File: config.mk
export PLATFORM = sky130hd
export DESIGN_NAME = gps_scenario_sequencer_flat
export DESIGN_NICKNAME = d
export VERILOG_FILES = /design/src/rtl/gps_scenario_sequencer_if.sv /design/src/rtl/gps_scenario_sequencer.sv /design/src/flat_wrapper.sv
export SDC_FILE = /design/constraint.sdc
export NUM_CORES = 1
export LEC_CHECK = 0
export ABC_AREA = 1
export CELL_PAD_IN_SITES_DETAIL_PLACEMENT = 0
export CELL_PAD_IN_SITES_GLOBAL_PLACEMENT = 2
export CORE_UTILIZATION = 32
export DETAILED_ROUTE_END_ITERATION = 8
export PLACE_DENSITY = 0.86
export SYNTH_ARGS = -nofsm -noshare
export SYNTH_HDL_FRONTEND = slang
export SYNTH_SLANG_ARGS = --single-unit
export TNS_END_PERCENT = 20
File: constraint.sdc
create_clock -name clk_in -period 2.2 [get_ports clk_in]
set_input_delay 0.22 -clock clk_in [delete_from_list [all_inputs] [get_ports clk_in]]
set_output_delay 0.22 -clock clk_in [all_outputs]
set_load 0.005 [all_outputs]
File: src/rtl/gps_scenario_sequencer_if.sv
// Host/core bundle for the GPS scenario sequencer: table writes, scenario control,
// the epoch pulse from the core, and the registered config/status going back out.
interface gps_scenario_sequencer_if #(
  parameter int N_ENTRIES = 4,
  parameter int NB_DWELL  = 8
);
  localparam int AW = $clog2(N_ENTRIES);
  localparam int DW = 22 + NB_DWELL;

  logic          wr_en_in;
  logic [AW-1:0] wr_addr_in;
  logic [DW-1:0] wr_data_in;
  logic [AW-1:0] last_idx_in;
  logic          loop_in;
  logic          start_in;
  logic          abort_in;
  logic          epoch_in;

  logic          core_ena_out;
  logic [4:0]    n_sat_out;
  logic [7:0]    doppler_out;
  logic [7:0]    snr_out;
  logic          signal_off_out;
  logic [AW-1:0] entry_idx_out;
  logic          busy_out;
  logic          done_out;

  // Pulses (start/abort/epoch/wr_en) are single-cycle strobes sampled at the
  // rising edge; there is no back-pressure, every strobe is taken when it arrives.
  modport master (
    output wr_en_in, wr_addr_in, wr_data_in, last_idx_in, loop_in,
           start_in, abort_in, epoch_in,
    input  core_ena_out, n_sat_out, doppler_out, snr_out, signal_off_out,
           entry_idx_out, busy_out, done_out
  );

  modport slave (
    input  wr_en_in, wr_addr_in, wr_data_in, last_idx_in, loop_in,
           start_in, abort_in, epoch_in,
    output core_ena_out, n_sat_out, doppler_out, snr_out, signal_off_out,
           entry_idx_out, busy_out, done_out
  );
endinterface

File: src/rtl/gps_scenario_sequencer.sv
// Scenario scheduler: steps through a small config table, switching the generator
// core's config only on code-epoch pulses, with loop/stop and abort control.
module gps_scenario_sequencer #(
  parameter int N_ENTRIES = 4,
  parameter int NB_DWELL  = 8
) (
  input  logic clk_in,
  input  logic rst_in,
  gps_scenario_sequencer_if.slave bus,
  output logic [1:0] o_dbg_state
);
  localparam int AW = $clog2(N_ENTRIES);
  localparam int DW = 22 + NB_DWELL;

  typedef enum logic [1:0] {S_IDLE, S_ARM, S_RUN, S_DONE} state_t;

  state_t                r_state, w_state_nxt;
  logic [DW-1:0]         r_table [N_ENTRIES];
  logic                  r_ena, w_ena_nxt;
  logic [4:0]            r_n_sat, w_n_sat_nxt;
  logic [7:0]            r_doppler, w_doppler_nxt;
  logic [7:0]            r_snr, w_snr_nxt;
  logic                  r_off, w_off_nxt;
  logic [AW-1:0]         r_idx, w_idx_nxt;
  logic                  r_busy, w_busy_nxt;
  logic                  r_done, w_done_nxt;
  logic [NB_DWELL-1:0]   r_dwell, w_dwell_nxt;
  logic [NB_DWELL-1:0]   r_rem, w_rem_nxt;

  logic                  w_load;
  logic                  w_clear;
  logic [AW-1:0]         w_load_idx;
  logic [DW-1:0]         w_entry;
  logic [NB_DWELL-1:0]   w_entry_dwell;

  assign w_entry       = r_table[w_load_idx];
  // A zero dwell plays as one epoch so rem never wraps.
  assign w_entry_dwell = (w_entry[DW-1:22] == '0) ? NB_DWELL'(1) : w_entry[DW-1:22];

  always_comb begin
    w_state_nxt   = r_state;
    w_ena_nxt     = r_ena;
    w_n_sat_nxt   = r_n_sat;
    w_doppler_nxt = r_doppler;
    w_snr_nxt     = r_snr;
    w_off_nxt     = r_off;
    w_idx_nxt     = r_idx;
    w_busy_nxt    = r_busy;
    w_done_nxt    = 1'b0;
    w_dwell_nxt   = r_dwell;
    w_rem_nxt     = r_rem;
    w_load        = 1'b0;
    w_clear       = 1'b0;
    w_load_idx    = r_idx;

    case (r_state)
      S_IDLE: begin
        if (bus.start_in && !bus.abort_in) begin
          w_load      = 1'b1;
          w_load_idx  = '0;
          w_state_nxt = S_ARM;
        end
      end
      S_ARM: begin
        if (bus.abort_in) begin
          w_clear     = 1'b1;
          w_state_nxt = S_IDLE;
        end else if (bus.epoch_in) begin
          w_rem_nxt   = r_dwell;
          w_state_nxt = S_RUN;
        end
      end
      S_RUN: begin
        if (bus.abort_in) begin
          w_clear     = 1'b1;
          w_state_nxt = S_IDLE;
        end else if (bus.epoch_in) begin
          if (r_rem == NB_DWELL'(1)) begin
            if (r_idx < bus.last_idx_in) begin
              w_load     = 1'b1;
              w_load_idx = r_idx + AW'(1);
            end else if (bus.loop_in) begin
              w_load     = 1'b1;
              w_load_idx = '0;
            end else begin
              w_clear     = 1'b1;
              w_done_nxt  = 1'b1;
              w_state_nxt = S_DONE;
            end
          end else begin
            w_rem_nxt = r_rem - NB_DWELL'(1);
          end
        end
      end
      S_DONE: begin
        w_state_nxt = S_IDLE;
      end
      default: begin
        w_clear     = 1'b1;
        w_state_nxt = S_IDLE;
      end
    endcase

    if (w_load) begin
      w_ena_nxt     = 1'b1;
      w_busy_nxt    = 1'b1;
      w_n_sat_nxt   = w_entry[4:0];
      w_doppler_nxt = w_entry[12:5];
      w_snr_nxt     = w_entry[20:13];
      w_off_nxt     = w_entry[21];
      w_idx_nxt     = w_load_idx;
      w_dwell_nxt   = w_entry_dwell;
      w_rem_nxt     = w_entry_dwell;
    end
    if (w_clear) begin
      w_ena_nxt     = 1'b0;
      w_busy_nxt    = 1'b0;
      w_n_sat_nxt   = '0;
      w_doppler_nxt = '0;
      w_snr_nxt     = '0;
      w_off_nxt     = 1'b1;
      w_idx_nxt     = '0;
    end
  end

  always_ff @(posedge clk_in) begin
    if (rst_in) begin
      for (int i = 0; i < N_ENTRIES; i++) r_table[i] <= '0;
      r_state   <= S_IDLE;
      r_ena     <= 1'b0;
      r_n_sat   <= '0;
      r_doppler <= '0;
      r_snr     <= '0;
      r_off     <= 1'b1;
      r_idx     <= '0;
      r_busy    <= 1'b0;
      r_done    <= 1'b0;
      r_dwell   <= NB_DWELL'(1);
      r_rem     <= NB_DWELL'(1);
    end else begin
      r_state   <= w_state_nxt;
      r_ena     <= w_ena_nxt;
      r_n_sat   <= w_n_sat_nxt;
      r_doppler <= w_doppler_nxt;
      r_snr     <= w_snr_nxt;
      r_off     <= w_off_nxt;
      r_idx     <= w_idx_nxt;
      r_busy    <= w_busy_nxt;
      r_done    <= w_done_nxt;
      r_dwell   <= w_dwell_nxt;
      r_rem     <= w_rem_nxt;
      // The load above reads the pre-write table, so a write to the active
      // entry only shows up at its next load.
      if (bus.wr_en_in) r_table[bus.wr_addr_in] <= bus.wr_data_in;
    end
  end

  assign bus.core_ena_out   = r_ena;
  assign bus.n_sat_out      = r_n_sat;
  assign bus.doppler_out    = r_doppler;
  assign bus.snr_out        = r_snr;
  assign bus.signal_off_out = r_off;
  assign bus.entry_idx_out  = r_idx;
  assign bus.busy_out       = r_busy;
  assign bus.done_out       = r_done;
  assign o_dbg_state        = r_state;
endmodule
File: src/flat_wrapper.sv
// flat-port wrapper written by rule: the top's interface ports become plain ports
module gps_scenario_sequencer_flat 
#(
  parameter int N_ENTRIES = 4,
  parameter int NB_DWELL  = 8
)
  (clk_in, rst_in, o_dbg_state, bus_wr_en_in, bus_wr_addr_in, bus_wr_data_in, bus_last_idx_in, bus_loop_in, bus_start_in, bus_abort_in, bus_epoch_in, bus_core_ena_out, bus_n_sat_out, bus_doppler_out, bus_snr_out, bus_signal_off_out, bus_entry_idx_out, bus_busy_out, bus_done_out);
  gps_scenario_sequencer_if #(.N_ENTRIES(N_ENTRIES), .NB_DWELL(NB_DWELL)) bus_i ();
  input  logic clk_in;
  input  logic rst_in;
  output logic [1:0] o_dbg_state;
  input wire logic [$bits(bus_i.wr_en_in)-1:0] bus_wr_en_in;
  input wire logic [$bits(bus_i.wr_addr_in)-1:0] bus_wr_addr_in;
  input wire logic [$bits(bus_i.wr_data_in)-1:0] bus_wr_data_in;
  input wire logic [$bits(bus_i.last_idx_in)-1:0] bus_last_idx_in;
  input wire logic [$bits(bus_i.loop_in)-1:0] bus_loop_in;
  input wire logic [$bits(bus_i.start_in)-1:0] bus_start_in;
  input wire logic [$bits(bus_i.abort_in)-1:0] bus_abort_in;
  input wire logic [$bits(bus_i.epoch_in)-1:0] bus_epoch_in;
  output wire logic [$bits(bus_i.core_ena_out)-1:0] bus_core_ena_out;
  output wire logic [$bits(bus_i.n_sat_out)-1:0] bus_n_sat_out;
  output wire logic [$bits(bus_i.doppler_out)-1:0] bus_doppler_out;
  output wire logic [$bits(bus_i.snr_out)-1:0] bus_snr_out;
  output wire logic [$bits(bus_i.signal_off_out)-1:0] bus_signal_off_out;
  output wire logic [$bits(bus_i.entry_idx_out)-1:0] bus_entry_idx_out;
  output wire logic [$bits(bus_i.busy_out)-1:0] bus_busy_out;
  output wire logic [$bits(bus_i.done_out)-1:0] bus_done_out;
  assign bus_i.wr_en_in = bus_wr_en_in;
  assign bus_i.wr_addr_in = bus_wr_addr_in;
  assign bus_i.wr_data_in = bus_wr_data_in;
  assign bus_i.last_idx_in = bus_last_idx_in;
  assign bus_i.loop_in = bus_loop_in;
  assign bus_i.start_in = bus_start_in;
  assign bus_i.abort_in = bus_abort_in;
  assign bus_i.epoch_in = bus_epoch_in;
  assign bus_core_ena_out = bus_i.core_ena_out;
  assign bus_n_sat_out = bus_i.n_sat_out;
  assign bus_doppler_out = bus_i.doppler_out;
  assign bus_snr_out = bus_i.snr_out;
  assign bus_signal_off_out = bus_i.signal_off_out;
  assign bus_entry_idx_out = bus_i.entry_idx_out;
  assign bus_busy_out = bus_i.busy_out;
  assign bus_done_out = bus_i.done_out;
  gps_scenario_sequencer #(.N_ENTRIES(N_ENTRIES), .NB_DWELL(NB_DWELL)) u_core (.clk_in(clk_in), .rst_in(rst_in), .bus(bus_i), .o_dbg_state(o_dbg_state));
endmodule
---- Word-level counts from Yosys, hierarchy flattened ----
Memory sizes are Yosys's and may differ from the RTL's.
Cells that the tools add are included.
storage, ports and cells
  flip-flop bits (word level) ............. 44
  memory bits (writable) .................. 120
  bits of input ports ..................... 41
  output and inout bits ................... 29
  memories kept ........................... 1
memories
  memory          depth  width  rd ports  clocked after Yosys merged registers in  write ports  RTL line                      text
  u_core.r_table  4      30     1         0                                        4            gps_scenario_sequencer.sv:18  logic [DW-1:0] r_table [N_ENTRIES];
cells by class
  add/subtract/negate cells ............... 2
  $lt $le $gt $ge ......................... 1
  eq/ne operators ......................... 15
  muxes and demuxes ....................... 46
  bitwise operators ....................... 1
  reduce and logical (&&, ||, !) cells .... 10
operators with widths
  cell                                                   count
  2-to-1 mux 8 bit                                       7
  2-to-1 mux 2 bit                                       15
  2-to-1 mux 30 bit                                      1
  OR reduction 30 bit                                    1
  2-to-1 mux 1 bit                                       18
  inequality test 3 x 2 -> 1 bit, second input constant  6
  case mux 8 bit (2 select lines)                        1
  inequality test 3 bit, second input constant           4
  AND reduction 6 bit                                    2
  equality test 8 x 1 -> 1 bit, second input constant    1
  logical NOT 8 bit                                      1
  case mux 2 bit (4 select lines)                        1
  subtractor 8 x 1 -> 8 bit, second input constant       1
  equality test 2 bit, second input constant             2
  case mux 1 bit (2 select lines)                        2
  case mux 2 bit (2 select lines)                        1
  nonzero test 3 bit                                     1
  OR reduction 3 bit                                     1
  adder 2 x 1 -> 2 bit, second input constant            1
  equality test 2 x 1 -> 1 bit, second input constant    1
  logical NOT 2 bit                                      1
  less-than comparator 2 bit                             1
  inequality test 2 x 1 -> 1 bit, second input constant  1
  OR reduction 2 bit                                     1
  3 further kinds                                        3

---- Longest topological paths before layout ----
An unclocked memory read counts as a cell.
  word-level depth ........................ 10
  depth in mapped cells ................... 21
  mapped depth without buffers ............ 21

---- Least setup slack after synthesis ----
OpenSTA, ideal clock, no wires.
  path type ............................... register to register
  start ................................... reg u_core.r_state[0] (netlist: u_core.o_dbg_state[0])
  end ..................................... reg u_core.r_rem[0]
  library setup time ...................... 0.112 ns
  data arrival time ....................... 1.936 ns
  data required time ...................... 2.088 ns
  setup slack ............................. 0.152 ns
  cell stages (with the launch flop) ...... 18
  path buffers ............................ 1
  period minus slack after synthesis ...... 2.048 ns
  path through ............................ dfxtp_1 -> inv_1 -> ha_1 -> nand2_1 -> o21ai_1 -> nand2_1 -> clkbuf_1 -> nand3_1 -> nand3_1 -> nand2_1 -> nand2_1 -> nor2_1 -> nand2_1 -> nand2_1 -> nand2_1 -> nand2_1 -> nand2_1 -> nand2_1
between the ends
  longest elaborated chain between the ends .. 6
  elaborated cells between the ends (all ways) .. 17
ends and longest elaborated chain
  element                                                   RTL line                       text
  from (decl)                                               gps_scenario_sequencer.sv:17   state_t r_state, w_state_nxt;
  from (signal assigned)                                    gps_scenario_sequencer.sv:141  r_state <= w_state_nxt;
  equality test 2 bit or logical NOT 2 bit (tied branches)  gps_scenario_sequencer.sv:56   case (r_state)
  case mux 2 bit (2 select lines)                           gps_scenario_sequencer.sv:56
  memory (4 x 30 bit)                                       -
  logical NOT 8 bit                                         gps_scenario_sequencer.sv:38   assign w_entry_dwell = (w_entry[DW-1:22] == '0) ? NB_DWELL'(1) : w_entry[DW-1:22];
  2-to-1 mux 8 bit                                          gps_scenario_sequencer.sv:38
  2-to-1 mux 8 bit                                          gps_scenario_sequencer.sv:104  if (w_load) begin
  to (signal assigned)                                      gps_scenario_sequencer.sv:151  r_rem <= w_rem_nxt;
  to (decl)                                                 gps_scenario_sequencer.sv:28   logic [NB_DWELL-1:0] r_rem, w_rem_nxt;
Several ways; a longest one is shown, not always the timed one.
A chain may end at the register's enable or synchronous reset.

---- Final worst setup path ----
  start ................................... reg u_core.r_rem[1]
  end ..................................... reg u_core.r_rem[0]
between the ends
  longest elaborated chain between the ends .. 9
  elaborated cells between the ends (all ways) .. 20
ends and longest elaborated chain
  element                           RTL line                       text
  equality test 8 x 1 -> 1 bit (*)  gps_scenario_sequencer.sv:78   if (r_rem == NB_DWELL'(1)) begin
  2-to-1 mux 2 bit                  gps_scenario_sequencer.sv:78
  2-to-1 mux 2 bit                  gps_scenario_sequencer.sv:77   end else if (bus.epoch_in) begin
  2-to-1 mux 2 bit                  gps_scenario_sequencer.sv:74   if (bus.abort_in) begin
  case mux 2 bit (2 select lines)   gps_scenario_sequencer.sv:56
  memory (4 x 30 bit)               -
  logical NOT 8 bit                 gps_scenario_sequencer.sv:38
  2-to-1 mux 8 bit                  gps_scenario_sequencer.sv:38
  2-to-1 mux 8 bit                  gps_scenario_sequencer.sv:104
Mark *: on every way between the ends. The rest lies on a longest branch, timed or not.

==> results.toml <==
[floorplanning]
die_h_um = 154.2
floorplan.rows = 55
initial_core_util_pct = 32.63
core_mm2 = 0.02271
area_of_the_die_mm2 = 0.02377
floorplan.die.width_um = 154.2
top_level_ports = 70

[critical_path]
crit_path_cell_trace = "inv_2 > ha_4 > inv_2 > nor2_4 > nand3_2 > o21ai_2 > nand2_2 > a21boi_4 > clkbuf_16 > nand2_2 > nand2_2 > inv_2 > nand2_1 > nor2_1 > nand2_1 > nand2_1 > nand2_1 > nand2_1 > nand2_1 > nand2_1"
critPathTopFamily = "simple AND/OR/NAND/NOR gates"
reg2regPathDepth = 20
cp_num_buf_inv = 4
cp-startpoint = "u_core.r_rem[1]"
cp_common_cell = "sky130_fd_sc_hd__nand2_1"
crit_slowest_cell = "sky130_fd_sc_hd__dfxtp_2"
timing.critical_path.arrival_ns = 2.44
timing.rr.start = "u_core.r_rem[1]"
worst-setup-path-type = "flop to flop"
type_of_destination_of_the_critical_path = "flop"
worst-path-stages = 20
worstPathRequired_ns = 2.51
critPathLaunchType = "flop"
path_max_fanout = 6
slowest_delay_ns = 0.32

[final_layout]
post_layout_instance_count_excluding_filler_cells = 1221
finalCoreUtilization_pct = 43.17
drive_gt1_share_pct = 18.06
most_frequent_standard_cell_in_the_layout_excluding_fill_and_tap_cells = "sky130_fd_sc_hd__nor2_1"
most-common-layout-cells = "sky130_fd_sc_hd__nor2_1 (190), sky130_fd_sc_hd__edfxtp_1 (120), sky130_fd_sc_hd__inv_1 (75), sky130_fd_sc_hd__nand2_1 (73), sky130_fd_sc_hd__clkdlybuf4s50_1 (69)"
area_delta_synth_final_pct = 32.30
antenna_cells_inserted = 0
finalNetCount = 970

[global_routing]
vias_in_the_first_global_route = 5819
gr_ovfl_total = 0
globalRouteTotalUtil_pct = 16.95
grt_start_max_net_pins = 52
antenna_found_initial = 0
wire_length_of_the_first_global_routing_pass_mm = 30.71

[yosys]
synth_nets = 847
post_synth_and_or_nand_nor_area_fraction_pct = 21.63
synth.mux.area_fraction_pct = 0
synth_top_family_by_area = "simple AND/OR/NAND/NOR gates"
yosys_register_bits = 164
share_of_the_synthesized_area_in_compound_gates_ao_oa_aoi_oai_pct = 9.539
synth_adder_area_share_pct = 1.013
synth_xor_xnor_area_share_pct = 0.1182
synthDistinctLibCells = 34
count_of_mapped_cells_out_of_synthesis = 800
synthesis.area_mm2 = 0.007411
yosysWarnings = 0
synth.yosys.seq_area_share_pct = 60.51
syn_area_per_cell_um2 = 9.264

[clock_network]
clock_transition_at_the_register_clock_pins_on_the_worst_setup_and_hold_paths_after_cts_ns = 0.06
tritoncts.num_buffers = 17
worstSkewPairLatency_ns = 0.43
clockBufferDepth = 2
tritoncts_num_sinks = 164
cts_max_level = 4
tritoncts = "built"
root_buffer = "sky130_fd_sc_hd__clkbuf_16"

[sta]
final.setup.worst_slack_ns = 0.07228
fin_worst_skew_ns = 0.01032
hold_slack_ns = 0.4659
finalCriticalPeriod_ns = 2.128
fin_crit_sh_pct = 96.71
worst_slew_pin_slew_ns = 0.6400
relSlewSlack_pct = 57.33
grt_setup_unrepaired = "true"
final-setup-viol-count = 0
report.final.slew_viol_count = 0
hold_violations = 0
achievable-frequency_ghz = 0.4700

[job]
max_cap_viol_count = 0

[pwr]
switch_share_pct = 30.17
power.density_cell_area_mw_per_mm2 = 935.5
netSwitchingPower_mw = 2.767
p_leak_nw = 3.996
power.share.sequential_pct = 42.5
clockPowerShare_pct = 30.8
internal_power_mw = 6.405
worst_ir_drop_vdd_mv = 0.4694
p_comb_share_pct = 26.7

[place]
final_estimated_routing_congestion_in_global_placement = 0.8150
detailedPlacementHpwl_mm = 12.11
dpl.cell_count = 1179
pre_cts_slack_ns = -0.4050
buffer_ports.inserted = 69

[routing]
vias_per_cell = 4.790
routed-via-count = 5849
initialDrtViolationCount = 316
drt_first_pass_iters = 7
drt-total-wl_mm = 19.74
routed_wire_length_per_instance_um = 16.16
antenna_left = 0
drc_errors = 0

[status]
run_status = "finished, final reports clean"

[worst_hold_path]
hold_crit_start = "u_core.r_dwell[4]"
worst_hold_path.num_cells = 2
hold_class = "flop to flop"
[what timing repair did]
item / CTS / global route
resized for setup: 6 / 54
endpoints found under the setup margin: 4 / 31
hold buffers: 0 / 0
setup buffers: 0 / 8
pin swaps: 1 / 26
gates cloned: 0 / 2
[state kept, by name (all words and copies together), names as in the netlist]
name	cells
u_core.bus.n_sat_out	5
u_core.bus.doppler_out	8
u_core.bus.done_out	1
u_core.r_table	120
u_core.r_rem	8
u_core.bus.core_ena_out	1
u_core.o_dbg_state	2
u_core.bus.signal_off_out	1
u_core.r_dwell	8
u_core.bus.entry_idx_out	2
u_core.bus.snr_out	8
[per-stage QoR]
step | setup TNS [ns] | cell area (um2) | total power, mW
2_1_floorplan | 0 | 7411 | 5.083
3_5_place_dp | -10.70 | 8920 | 6.136
3_3_place_gp | -10.68 | 8920 | 6.128
6_report | 0 | 9804 | 9.172
5_1_grt | -0.2909 | 9804 | 9.644
4_1_cts | 0 | 9500 | 8.981
[area by class of cell]
cell class                 instances  area (um2)
fill                            2230       12900
inverter                          87       326.6
timing repair buffer             148        1504
tap                              285       356.6
multi-input combinational        505        2566
clock inverter                    14       130.1
sequential                       164        4492
clock buffer                      18       429.2
[worst min-delay path, stage by stage (launching register included)]
cell	delay (ns)
sky130_fd_sc_hd__dfxtp_1	0.31
sky130_fd_sc_hd__nand2_1	0.06
sky130_fd_sc_hd__a21oi_1	0.05
[cell families after synthesis]
group                      after synthesis
DFF                                    164
buffers and inverters                  131
AOI/OAI and AO/OA                      120
and+or+nand+nor                        378
adders and majority gates                6
xor gates and xnor gates                 1
[final timing paths]
kind / end / slack (ns)
hold / removal: u_core.r_dwell[4] / 0.47
hold reg to reg: u_core.r_dwell[4] / 0.47
setup / recovery: u_core.r_rem[0] / 0.07
setup reg to reg: u_core.r_rem[0] / 0.07
[power by group through the flow]
stage,Sequential (mW),Combinational (mW),Clock (mW)
2_1_floorplan,3.90,1.18,0
3_3_place_gp,3.94,2.19,0
3_5_place_dp,3.94,2.20,0
4_1_cts,3.88,2.23,2.88
5_1_grt,3.94,2.72,2.99
6_report,3.90,2.45,2.83
[cells in the mapped netlist]
cell,number,area share [%]
sky130_fd_sc_hd__o21ai_1,26,1.8
sky130_fd_sc_hd__nand3_2,6,0.81
sky130_fd_sc_hd__buf_2,12,0.81
sky130_fd_sc_hd__o211ai_1,1,0.10
sky130_fd_sc_hd__edfxtp_1,120,49
sky130_fd_sc_hd__nand2_1,85,4.3
sky130_fd_sc_hd__nand2_2,2,0.17
sky130_fd_sc_hd__a31o_2,1,0.12
sky130_fd_sc_hd__clkinv_1,1,0.051
sky130_fd_sc_hd__ha_1,6,1.0
sky130_fd_sc_hd__buf_6,2,0.30
sky130_fd_sc_hd__o221ai_1,14,1.7
sky130_fd_sc_hd__nand4_1,3,0.25
sky130_fd_sc_hd__o21ai_0,44,3.0
sky130_fd_sc_hd__xor2_1,1,0.12
sky130_fd_sc_hd__o21bai_2,1,0.15
sky130_fd_sc_hd__inv_1,78,4.0
sky130_fd_sc_hd__o31ai_1,2,0.20
sky130_fd_sc_hd__buf_4,3,0.30
sky130_fd_sc_hd__nand3_1,51,3.4
sky130_fd_sc_hd__dfxtp_1,44,12
sky130_fd_sc_hd__nor2_2,2,0.17
sky130_fd_sc_hd__a31oi_1,6,0.51
sky130_fd_sc_hd__inv_2,8,0.41
sky130_fd_sc_hd__clkbuf_1,23,1.2
sky130_fd_sc_hd__o22ai_1,10,0.84
sky130_fd_sc_hd__a21oi_1,13,0.88
sky130_fd_sc_hd__nand2_4,2,0.30
sky130_fd_sc_hd__nor2_1,191,9.7
sky130_fd_sc_hd__nor3_2,1,0.14
sky130_fd_sc_hd__a211oi_1,1,0.10
sky130_fd_sc_hd__nor3_1,35,2.4
sky130_fd_sc_hd__a21boi_4,1,0.25
sky130_fd_sc_hd__buf_1,4,0.20
[per-layer routing]
metal	part of all wire, %	track usage, %	wire [um]	vias to the layer above
li1	-	-	-	2938
met1	46	21.73	9072	2745
met2	48	28.79	9524	144
met3	3.9	2.550	766	22
met4	1.9	6.667	373	0
met5	0	0	0	-
Power figures use the tool's default switching activity.
